## src/rtl/reg_view_ctrl.sv

```systemverilog
// reg_view_ctrl: push-button front end for the register-file viewer.
// Debounces three buttons, keeps the viewed register index (manual step or
// auto-scan), reads the register over the debug port and hands the captured
// value to the display over a valid/ready handshake.
module reg_view_ctrl #(
    parameter int DEBOUNCE_CYC = 1_000_000,
    parameter int DWELL_CYC    = 100_000_000,
    parameter int REFRESH_CYC  = 10_000_000
) (
    input  logic        clk,
    input  logic        rst,
    input  logic        btn_r,
    input  logic        btn_l,
    input  logic        btn_mode,
    output logic [4:0]  rf_raddr,
    input  logic [31:0] rf_rdata,
    output logic [31:0] disp_data,
    output logic        disp_valid,
    input  logic        disp_ready,
    output logic [4:0]  leds,
    output logic        auto_mode
);

    localparam int CW = $clog2(DEBOUNCE_CYC + 1);
    localparam int DW = $clog2(DWELL_CYC + 1);
    localparam int RW = $clog2(REFRESH_CYC + 1);

    typedef enum logic [1:0] {IDLE, ADDR, CAPT, PRES} state_t;

    // Button lanes: bit 0 = right, bit 1 = left, bit 2 = mode
    logic [2:0]    btn_raw;
    logic [2:0]    sync_a;
    logic [2:0]    sync_b;
    logic [2:0]    level;
    logic [2:0]    level_q;
    logic [2:0]    pulse;
    logic [CW-1:0] deb_cnt [3];

    logic          p_r;
    logic          p_l;
    logic          p_mode;

    logic [4:0]    idx;
    logic [DW-1:0] dwell_cnt;
    logic [RW-1:0] refresh_cnt;
    logic          step_up;
    logic          step_dn;
    logic          dwell_hit;
    logic          refresh_hit;
    logic          idx_change;
    logic          req;
    state_t        state;

    assign btn_raw = {btn_mode, btn_l, btn_r};

    // Two-flop synchronizer bringing the raw buttons into the clock domain
    always_ff @(posedge clk) begin
        if (rst) begin
            sync_a <= '0;
            sync_b <= '0;
        end else begin
            sync_a <= btn_raw;
            sync_b <= sync_a;
        end
    end

    // Debounce: accept a new level only after it has differed for DEBOUNCE_CYC consecutive cycles
    always_ff @(posedge clk) begin
        if (rst) begin
            level <= '0;
            for (int i = 0; i < 3; i++) begin
                deb_cnt[i] <= '0;
            end
        end else begin
            for (int i = 0; i < 3; i++) begin
                if (sync_b[i] == level[i]) begin
                    deb_cnt[i] <= '0;
                end else if (deb_cnt[i] == CW'(DEBOUNCE_CYC - 1)) begin
                    deb_cnt[i] <= '0;
                    level[i]   <= ~level[i];
                end else begin
                    deb_cnt[i] <= deb_cnt[i] + CW'(1);
                end
            end
        end
    end

    // Delayed copy of the debounced levels for rising-edge detection
    always_ff @(posedge clk) begin
        if (rst) begin
            level_q <= '0;
        end else begin
            level_q <= level;
        end
    end

    assign pulse  = level & ~level_q;
    assign p_r    = pulse[0];
    assign p_l    = pulse[1];
    assign p_mode = pulse[2];

    // Step decisions: opposing presses cancel, a manual step takes precedence over an auto step
    always_comb begin
        step_up     = p_r & ~p_l;
        step_dn     = p_l & ~p_r;
        dwell_hit   = auto_mode && (dwell_cnt == DW'(DWELL_CYC - 1));
        refresh_hit = (refresh_cnt == RW'(REFRESH_CYC - 1));
        idx_change  = step_up | step_dn | dwell_hit;
    end

    // Viewed index, auto-scan flag and dwell timer; the 5-bit index wraps naturally
    always_ff @(posedge clk) begin
        if (rst) begin
            idx       <= '0;
            auto_mode <= 1'b0;
            dwell_cnt <= '0;
        end else begin
            if (step_up) begin
                idx <= idx + 5'd1;
            end else if (step_dn) begin
                idx <= idx - 5'd1;
            end else if (dwell_hit) begin
                idx <= idx + 5'd1;
            end

            if (p_mode) begin
                auto_mode <= ~auto_mode;
                dwell_cnt <= '0;
            end else if (idx_change || !auto_mode) begin
                dwell_cnt <= '0;
            end else begin
                dwell_cnt <= dwell_cnt + DW'(1);
            end
        end
    end

    assign leds = idx;

    // Free-running refresh timer so the shown value tracks register updates
    always_ff @(posedge clk) begin
        if (rst) begin
            refresh_cnt <= '0;
        end else if (refresh_hit) begin
            refresh_cnt <= '0;
        end else begin
            refresh_cnt <= refresh_cnt + RW'(1);
        end
    end

    // Read/present sequencer; req coalesces every request raised while a read is in flight
    always_ff @(posedge clk) begin
        if (rst) begin
            state      <= IDLE;
            req        <= 1'b1;
            rf_raddr   <= '0;
            disp_data  <= '0;
            disp_valid <= 1'b0;
        end else begin
            case (state)
                IDLE: begin
                    if (req) begin
                        rf_raddr <= idx;
                        state    <= ADDR;
                    end
                end
                ADDR: begin
                    state <= CAPT;
                end
                CAPT: begin
                    disp_data  <= rf_rdata;
                    disp_valid <= 1'b1;
                    state      <= PRES;
                end
                PRES: begin
                    if (disp_ready) begin
                        disp_valid <= 1'b0;
                        state      <= IDLE;
                    end
                end
                default: begin
                    state <= IDLE;
                end
            endcase

            if (idx_change || refresh_hit) begin
                req <= 1'b1;
            end else if (state == IDLE && req) begin
                req <= 1'b0;
            end
        end
    end

endmodule

```

## config.mk

```make
export PLATFORM = sky130hd
export DESIGN_NAME = reg_view_ctrl
export DESIGN_NICKNAME = d
export VERILOG_FILES = /design/src/rtl/reg_view_ctrl.sv
export SDC_FILE = /design/constraint.sdc
export NUM_CORES = 1
export LEC_CHECK = 0
export CAP_MARGIN = 5
export CORE_MARGIN = 2
export CORE_UTILIZATION = 30
export CTS_BUF_LIST = sky130_fd_sc_hd__clkbuf_2 sky130_fd_sc_hd__clkbuf_4 sky130_fd_sc_hd__clkbuf_8
export CTS_CLUSTER_SIZE = 14
export DETAILED_ROUTE_END_ITERATION = 6
export SYNTH_ARGS = -nofsm -noshare
export SYNTH_HDL_FRONTEND = slang
export SYNTH_SLANG_ARGS = --single-unit
```

## constraint.sdc

```tcl
create_clock -name clk -period 2.6 [get_ports clk]
set_input_delay 0.39 -clock clk [delete_from_list [all_inputs] [get_ports clk]]
set_output_delay 0.39 -clock clk [all_outputs]
set_load 0.01 [all_outputs]
```

==> flow_summary_export.csv <==
group,metric,value,unit
status,status,"complete, no violations",
worst_setup_path,worstSetupPathType,"flop to flop",
worst_setup_path,critPathArrivalTime,2.51,ns
clock_network,cts-resized-gates,0,
placement,io_buffers,81,
clock_network,cts_setup_buffers,0,
routing,vias,6344,
routing,drt-total-wl,16800,um
clock_network,root_buffer,"clkbuf_8",
synthesis,yosys.area.top_type,"dfxtp_1",
routing,drt_iter0_markers,338,
synthesis,netlist_area,0.00815,mm^2
routing,wl_per_cell,12.5,um
die,die_width,169,um
global_routing,grt_pass1_wl,28700,um
routing,viasPerCell,4.74,
global_routing,antenna_found_initial,0,
placement,place_congestion,0.760,
power_and_ir_drop,p_leak,3.35,nW
placement,post-dp-hpwl,11900,um
synthesis,seq_area_frac_synth,49.1,%
power_and_ir_drop,p_per_area,606,mW/mm^2
clock_network,cts.sinks,170,
global_routing,grt_overflow_total,0,
clock_network,clock_path_buffers,2,
worst_setup_path,end_kind,"flop",
synthesis,synth.top_cell.area_share,27.0,%
synthesis,syn_avg_cell_area,9.61,um^2
timing,finalHoldViolCount,0,
clock_network,ctsHoldBuffers,0,
flow_run,maxCapViolations,0,
cells_and_area,num-nets-final,1034,
timing,tns,0,ns
synthesis,ys.flop_type,"dfxtp_1",
timing,slew_viol_final,0,
worst_setup_path,critPathMaxFanout,20,
routing,firstDrtPassIters,4,
synthesis,synthArstFlopShare,0,%
synthesis,synthDistinctLibCells,56,
die,rows,60,
timing,worst_pin_slew,0.607,ns
cells_and_area,diodes,0,
synthesis,synth_seq_cells,170,
synthesis,netlist_instances,848,
cells_and_area,final_util,37.3,%
timing,skew,0.0170,ns
timing,max_slew_margin,59.1,%
die,io_pins,82,
synthesis,synth_top_cells_by_area,"dfxtp_1 27%, edfxtp_1 22%, nor2_1 5.1%",
die,die_area,0.0285,mm^2
cells_and_area,syn2layout_area_growth,22.7,%
timing,period_minus_slack,2.31,ns
routing,ant_nets,0,
timing,fmax,432,MHz
global_routing,grt_max_degree,31,
hold_path,hold_path.class,"primary input to flop",
die,coreArea,0.0268,mm^2
clock_network,numCtsBuffers,17,
timing,setup-violations-final,0,
synthesis,yosysWarnings,0,
routing,route.detailed.drc,0,
cells_and_area,drive_above_1_share,6.43,%
global_routing,track_usage,12.1,%
clock_network,cts_tree,"done",
clock_network,htreeDepth,4,
die,start_util,30.4,%
synthesis,synth_edf_count,60,
clock_network,clk_latency,0.45,ns
timing,min_period_over_period,89.0,%
worst_setup_path,cp.required,2.80,ns
power_and_ir_drop,irDropWorstVdd,0.000323,V
clock_network,clk_pin_slew,0.09,ns
die,fp.dieH,169,um
global_routing,grt_pass1_vias,6077,
worst_setup_path,start_kind,"flop",
timing,rsz0062_at_grt,"no",
-- metrics by stage --
stage	instances	total power [W]	setup WS, ns	hold WS, ns	instance area (um^2)
finish	1337	0.00606	0.287	0.357	10000
global route	1337	0.00635	0.140	0.349	10000
CTS	1337	0.00616	0.275	0.328	10000
detailed placement	1305	0.00411	0.281	0.429	9560
global placement	1305	0.00410	0.313	0.421	9560
floorplan	907	0.00368	0.467	0.414	8370
-- Yosys cell counts (all sizes together) (3+ instances only) --
master,instances
o21ai,30
nor4b,3
o31ai,12
and4,17
nor2,112
nand2b,5
edfxtp,60
inv,29
dfxtp,110
xnor2,29
and2,5
mux2i,36
clkbuf,26
a211oi,13
a21oi,32
nand2,39
nand4,39
or4b,3
ha,13
xor2,41
buf,13
nand3,49
nor4,12
or3,24
a31o,3
nor3,24
or4,22
and3,9
nor2b,14
-- path summary, 6_finish.rpt --
path	start	slack (ns)	cells past startpoint	endpoint
worst max register to register	deb_cnt[1][13]$_SDFFCE_PN0P_	0.29	5	deb_cnt[1][12]$_SDFFCE_PN0P_
worst min-delay path	rst	0.36	2	refresh_cnt[4]$_SDFF_PP0_
worst min register to register	sync_a[0]$_SDFF_PP0_	0.45	1	sync_b[0]$_SDFF_PP0_
worst max-delay path	deb_cnt[1][13]$_SDFFCE_PN0P_	0.29	5	deb_cnt[1][12]$_SDFFCE_PN0P_
-- per-layer routing --
metal	global-route usage (%)	share of wire (%)	vias up
met5	0	0	-
met4	4.50	0.96	0
met3	3.34	5.4	9
met2	19.3	46	101
met1	15.8	48	2951
li1	-	-	3283
-- cells by family after synthesis --
family	count (synthesis)	synth area share [%]
flops	170	49.1
fa+ha+maj	13	2.00
compound gates	101	7.54
xor+xnor	70	7.52
other cells	1	0.0460
mux	38	4.70
buf+inv	68	3.45
simple gates	387	25.6
-- power by group --
part           internal, W  switching (W)
Combinational     0.000519       0.000451
Sequential         0.00292       0.000142
Clock              0.00100        0.00102
-- cell usage in the layout, fill, tap and decap left out, types with 3 or more instances in the layout --
master	count
a211oi_1	13
a21oi_1	32
a31o_2	3
and2_1	5
and3_1	9
and4_1	17
buf_4	14
bufinv_16	3
clkbuf_8	18
clkdlybuf4s50_1	80
conb_1	60
dfxtp_1	110
edfxtp_1	60
ha_1	12
inv_1	29
inv_6	3
mux2i_1	36
nand2_1	39
nand2b_1	5
nand3_1	48
nand4_1	39
nor2_1	111
nor2b_1	14
nor3_1	24
nor4_1	12
nor4b_1	3
o21ai_0	27
o21ai_1	3
o31ai_1	11
or3_1	24
or4_1	20
xnor2_1	29
xor2_1	41
-- flip-flops by register name, summed over array words and instances, names as in the netlist, 2 cells and up --
signal and flops:
deb_cnt 60, disp_data 32, dwell_cnt 27, refresh_cnt 24, leds 5, rf_raddr 5
level 3, level_q 3, sync_a 3, sync_b 3, state 2
-- worst max-delay path, cell delays in order, from the launching register on --
cell and delay, ns:
edfxtp_1 0.47, or4b_1 0.53, or4_1 0.58, o21ai_1 0.15
buf_4 0.25, nor2_1 0.07
-- final cells by class --
type                       instances  area (um^2)
fill                            2634        16800
multi-input combinational        669         4090
sequential                       170         4000
timing repair buffer              96          931
tap                              341          427
clock buffer                      18          248
clock inverter                    14          185
inverter                          29          109
Note: power is estimated with default switching activity, not from simulation.
